$ cat src/rtl/efpga_ccff_loader.sv
// Configuration-chain loader for the eFPGA wrapper: streams 32-bit bitstream words
// LSB-first into ccff_head after a programming reset and captures the last 32 tail bits.
module efpga_ccff_loader #(
   parameter int LEN_W      = 20,
   parameter int RST_CYCLES = 4
) (
   input  logic             clk_i,
   input  logic             rst_ni,
   input  logic             start_i,
   input  logic             abort_i,
   input  logic [LEN_W-1:0] chain_len_i,
   input  logic [31:0]      cfg_data_i,
   input  logic             cfg_valid_i,
   output logic             cfg_ready_o,
   output logic             ccff_head_o,
   input  logic             ccff_tail_i,
   output logic             prog_clk_en_o,
   output logic             prog_reset_o,
   output logic             busy_o,
   output logic             done_o,
   output logic             err_o,
   output logic [31:0]      tail_word_o,
   output logic [1:0]       dbg_state_o
);

   localparam int CNT_W = (RST_CYCLES > 1) ? $clog2(RST_CYCLES) : 1;

   typedef enum logic [1:0] {
      IDLE = 2'd0,
      PRST = 2'd1,
      LOAD = 2'd2,
      DONE = 2'd3
   } state_t;

   state_t           state;
   state_t           state_nxt;
   logic [CNT_W-1:0] rst_cnt;
   logic [LEN_W-1:0] remaining;
   logic [31:0]      word_q;
   logic [4:0]       bit_idx;
   logic             have_word;
   logic             accept;

   // Stream handshake: a word transfers on every clock edge where cfg_valid_i and
   // cfg_ready_o are both high; ready is decoded from registers only, so it never
   // depends on valid in the same cycle. Valid outside LOAD is left pending.
   assign accept      = cfg_valid_i & cfg_ready_o;
   assign busy_o      = (state != IDLE);
   assign dbg_state_o = state;

   always_comb begin
      state_nxt     = state;
      cfg_ready_o   = 1'b0;
      ccff_head_o   = 1'b0;
      prog_clk_en_o = 1'b0;
      prog_reset_o  = 1'b0;
      done_o        = 1'b0;
      case (state)
         IDLE: begin
            if (start_i && (chain_len_i != '0)) state_nxt = PRST;
         end
         PRST: begin
            prog_reset_o = 1'b1;
            if (rst_cnt == '0) state_nxt = LOAD;
         end
         LOAD: begin
            // Refill one cycle early while the current word's last bit shifts out,
            // unless that bit is the final one of the whole chain.
            cfg_ready_o   = !have_word || ((bit_idx == 5'd31) && (remaining > LEN_W'(1)));
            prog_clk_en_o = have_word;
            ccff_head_o   = have_word & word_q[bit_idx];
            if (have_word && (remaining == LEN_W'(1))) state_nxt = DONE;
         end
         DONE: begin
            done_o    = 1'b1;
            state_nxt = IDLE;
         end
         default: state_nxt = IDLE;
      endcase
      if (abort_i) state_nxt = IDLE;
   end

   always_ff @(posedge clk_i or negedge rst_ni) begin
      if (!rst_ni) begin
         state       <= IDLE;
         rst_cnt     <= '0;
         remaining   <= '0;
         word_q      <= '0;
         bit_idx     <= '0;
         have_word   <= 1'b0;
         err_o       <= 1'b0;
         tail_word_o <= '0;
      end else begin
         state <= state_nxt;
         if (abort_i) begin
            have_word <= 1'b0;
         end else begin
            case (state)
               IDLE: begin
                  if (start_i) begin
                     if (chain_len_i != '0) begin
                        remaining   <= chain_len_i;
                        err_o       <= 1'b0;
                        tail_word_o <= '0;
                        rst_cnt     <= CNT_W'(RST_CYCLES - 1);
                     end else begin
                        err_o <= 1'b1;
                     end
                  end
               end
               PRST: begin
                  if (rst_cnt != '0) rst_cnt <= rst_cnt - CNT_W'(1);
               end
               LOAD: begin
                  if (have_word) begin
                     tail_word_o <= {ccff_tail_i, tail_word_o[31:1]};
                     remaining   <= remaining - LEN_W'(1);
                     bit_idx     <= bit_idx + 5'd1;
                     if ((bit_idx == 5'd31) || (remaining == LEN_W'(1))) have_word <= 1'b0;
                  end
                  // A same-cycle refill overrides the end-of-word clear above.
                  if (accept) begin
                     word_q    <= cfg_data_i;
                     bit_idx   <= '0;
                     have_word <= 1'b1;
                  end
               end
               default: ;
            endcase
         end
      end
   end

endmodule

$ cat config.mk
export PLATFORM = sky130hd
export DESIGN_NAME = efpga_ccff_loader
export DESIGN_NICKNAME = d
export VERILOG_FILES = /design/src/rtl/efpga_ccff_loader.sv
export SDC_FILE = /design/constraint.sdc
export NUM_CORES = 1
export LEC_CHECK = 0
export ABC_AREA = 1
export BUFFER_PORTS_ARGS = -buffer_cell sky130_fd_sc_hd__buf_2
export CAP_MARGIN = 20
export CELL_PAD_IN_SITES_DETAIL_PLACEMENT = 0
export CELL_PAD_IN_SITES_GLOBAL_PLACEMENT = 1
export CORE_MARGIN = 3
export CORE_UTILIZATION = 43
export CTS_BUF_LIST = sky130_fd_sc_hd__clkbuf_16
export CTS_CLUSTER_DIAMETER = 50
export CTS_CLUSTER_SIZE = 14
export DETAILED_ROUTE_END_ITERATION = 6
export GPL_TIMING_DRIVEN = 0
export PLACE_DENSITY = 0.85
export SYNTH_ARGS = -nofsm -noshare
export SYNTH_HDL_FRONTEND = slang
export SYNTH_SLANG_ARGS = --single-unit
$ cat constraint.sdc
create_clock -name clk_i -period 4.6 [get_ports clk_i]
set_input_delay 0.23 -clock clk_i [delete_from_list [all_inputs] [get_ports clk_i]]
set_output_delay 0.23 -clock clk_i [all_outputs]
set_load 0.005 [all_outputs]
==> run summary <==
The flow ran to the end, and the final reports show no timing, DRC or antenna violations. After detailed routing, the number of vias per cell comes to 5.219. The cell count after synthesis came out at 706. The completed layout was analyzed and its total power is 3.502 mW. For the share of the yosys chip area belonging to registers, the log shows 45.57%. The clock reaches the later pin of the worst-skew pair after 340 ps. Counting every net in the synthesized netlist gives 774. For the pin with the worst max-slew slack, the measured transition is 621.5 ps. The number of antenna-violating nets in the routed design was 0; the mean post-synth cell area was 7.388 um2.

The first element of the critical path is bit_idx[1]. After detailed routing, the average wire length per cell comes to 14.67 um. Number of global-route vias before repair: 4,721. The startpoint identified for the worst register-to-register timing path is dbg_state_o[0].

Once the clock tree was built, the setup fixing pass inserted 0 buffers. Dominant cell by count in the synthesized netlist: nand2_1. The number of gates on the worst path with buffers counted came out at 11. The number of placed instances, taps included, is 947.

Count of state elements after synthesis: 95. The floorplan step set the die width to 116.1 um. The dominant synthesized flop cell is dfrtp_1.

Input and output buffers added on the ports amount to 97. Summing all multi-input logic gate instances after layout gives 2500 um2. Across the run, the number of max-cap violations was 0.

The number of hold violations in the final report is 0, and the number of warnings reported in the yosys synthesis log is 0. The final-report setup violation count was 0. In the global route stage, overall resource usage came out at 22.03%. The number of top-level pins is 99.

The final worst hold slack was 132.3 ps; the maximum frequency from static timing analysis was 421.7 MHz. CTS buffer count: 9. At the end of routability-driven placement, the weighted congestion stood at 0.8944.

For this block, the initial DRC count from the detailed router was 273. The number of buffers inserted by hold repair at cts was 1. The total overflow left after global routing is 0. Of all nets on the critical path, the largest fanout is 10. The number of different library cells in the post-synthesis netlist is 35.

The routed design could run at a clock period as short as 2371 ps. STA classifies the critical path startpoint as a flop. The post-route cell area was 6225 um2; the tightest slew margin relative to the limit was 58.57%. Counting flops with a built-in enable in the synthesized netlist gives 0. The final cell count without fillers was 963. At the worst endpoint, the required time is 4370 ps.

After synthesis the cells add up to 5216 um2. Number of max-slew violations in the final report: 0. The leakage power is 3.164 nW, and the utilization after layout is 53.60%.

The area added between synthesis and finish is 19.33%, and the number of filler cells placed in the layout is 1,168. Of the post-synthesis cell area, the dominant cell type holds 45.57%. Most prevalent standard cell on the critical path: nand2_1. The longest individual stage delay on the worst path is 440 ps, and the wire length of the first global-routing pass is 23,540 um.

The tools report the maximum clock path buffer count as 2. The repair_antennas step left the layout with diodes totalling 0. Placed wire-length estimate after detailed placement: 10,320 um. The initial utilization of the core area, before any placement, comes to 44.91%. The run gives 0 as the count of unresolved DRC violations after routing. Setup repair after global routing left no endpoint under its margin.

The routed layout has 5,026 vias. The worst hold path class is input port to flop. TritonCTS built the clock tree. Among all stages on the critical path, the largest delay is contributed by dfrtp_1. The critical path endpoint category was an output port. Worst IR drop on VDD: 252.8 uV.

After layout, the worst setup slack is 2229 ps. For the worst setup path, the data arrival time is 2140 ps. The pre-antenna-repair detailed-routing pass consisted of 5 iterations. Library cell used as clock root buffer: clkbuf_16.

Post-cts gate resize count: 0. The initial antenna violation count is 0. For this design the ratio of total power to cell area is 562.6 nW/um2. The clock slew seen by the registers of the worst setup and hold paths is 60 ps, and the number of placement rows is 39. The fraction of layout cells with a size suffix above 1 is 18.29%. The worst hold path passes through 3 cells. For the placeable core region, the log shows 11,610 um2.

The final layout contains 884 nets. The post-placement worst setup slack is 2442 ps. The logs give 3 for the number of levels in the clock H-tree and 13,490 um2 for the overall die area. Of the available clock period, the critical path in the final layout requires 51.55%.

Yosys attributes the largest share of cell area to dfrtp_1, nand2_1, o21ai_0. Of all cell types, the one taking the most synthesized area is dfrtp_1. The placed instances occupy a cell area of 5911 um2. The critical path contains buffers and inverters numbering 3 combined.

In the synthesized netlist, the cells that appear most often are nand2_1, dfrtp_1, nor2_1. The tools report the launch instance of the worst min-delay path as cfg_data_i[11]. The sequential cells in the finished layout cover a total of 2377 um2. The kind of critical path was flop to output port. For the worst flop-to-flop path, the logic depth is 11. The run gives 14,120 um as the post-detailed-routing wire length.

The signal on the critical path passes through inv_1 > buf_2 > o21ai_0 > o21ai_0 > nand2_1 > nand2_1 > nand2_1 > nand2_1 > nor2_1 > nor2_1 > buf_2. For the number of sinks driven by the clock tree, the log shows 95. The die height works out to 116.1 um. Worst-case clock skew: 7.616 ps. The family with the most delay on the worst path was buffers and inverters. The proportion of synthesized flip-flops having asynchronous set or reset was 100.0%; the largest net degree at the start of global routing was 67. The total negative slack for setup checks is 0 ps.
==> layout by cell type, fill, tap and decap left out, types with 2 or more instances in the layout <==
master	Yosys	final
xnor2_1	2	2
nand4_1	36	36
clkbuf_1	14	14
inv_1	33	35
clkbuf_16	0	9
xor2_1	6	6
bufinv_16	0	2
buf_1	5	5
inv_2	5	5
o21ai_1	14	14
o21ai_0	70	70
nand3_1	24	24
nor2_1	75	75
a21oi_1	9	9
or2_2	2	2
buf_4	2	3
nand2_2	3	3
nand2_1	258	258
buf_8	3	3
nor3_1	8	8
nor2_4	2	2
buf_2	13	109
ha_1	10	10
dfrtp_1	95	95
nor2_2	5	5
==> registers in the layout (all words and copies together) (netlist names) <==
register / flops
rst_cnt: 2
bit_idx: 5
remaining: 20
dbg_state_o: 2
word_q: 32
err_o: 1
tail_word_o: 32
have_word: 1
==> tightest hold or removal path, cell delays in order <==
cell and delay (ps):
buf_2 70, nand4_1 80, nand2_1 60
==> logic make-up (layout without fill, tap and decap cells) <==
logic type / count (synthesis) / in the layout / share of synthesized area (%)
adder cells (fa/ha/maj): 10 / 10 / 2.399
AND/OR/NAND/NOR: 419 / 419 / 34.33
buffers and inverters: 75 / 189 / 6.500
multiplexers: 1 / 1 / 0.1919
XOR/XNOR: 8 / 8 / 1.343
AO/OA/AOI/OAI: 98 / 98 / 9.667
flip-flops: 95 / 95 / 45.57
==> power by group <==
group | leakage (nW) | switching, mW | internal, mW
Clock | 0.152 | 0.318 | 0.468
Combinational | 1.77 | 0.947 | 0.490
Sequential | 1.24 | 0.198 | 1.08
Total | 3.16 | 1.46 | 2.04
==> final timing paths <==
| path | end | slack (ps) |
|---|---|---|
| max | ccff_head_o | 2230 |
| min | word_q[11] | 130 |
| max reg2reg | remaining[3] | 2430 |
| min reg2reg | word_q[12] | 480 |
| max in group asynchronous | remaining[5] | 3560 |
| min in group asynchronous | remaining[11] | 360 |
==> layer usage <==
metal / share of wire, % / track usage (%) / routed length [um]
met4: 1.6 / 6.265 / 229
met5: 0 / 0 / 0
met2: 43 / 32.45 / 6128
met1: 48 / 32.34 / 6848
met3: 6.5 / 5.492 / 918
==> final cells by class <==
type | count | area share [%]
multi-input cells | 536 | 40.16
flip-flops and latches | 95 | 38.19
repair buffers | 99 | 8.442
clock buffers | 9 | 3.618
plain buffers | 37 | 3.156
well taps | 143 | 2.874
inverters | 38 | 2.291
clock inverters | 6 | 1.266
Note: power is estimated with default switching activity, not from simulation.
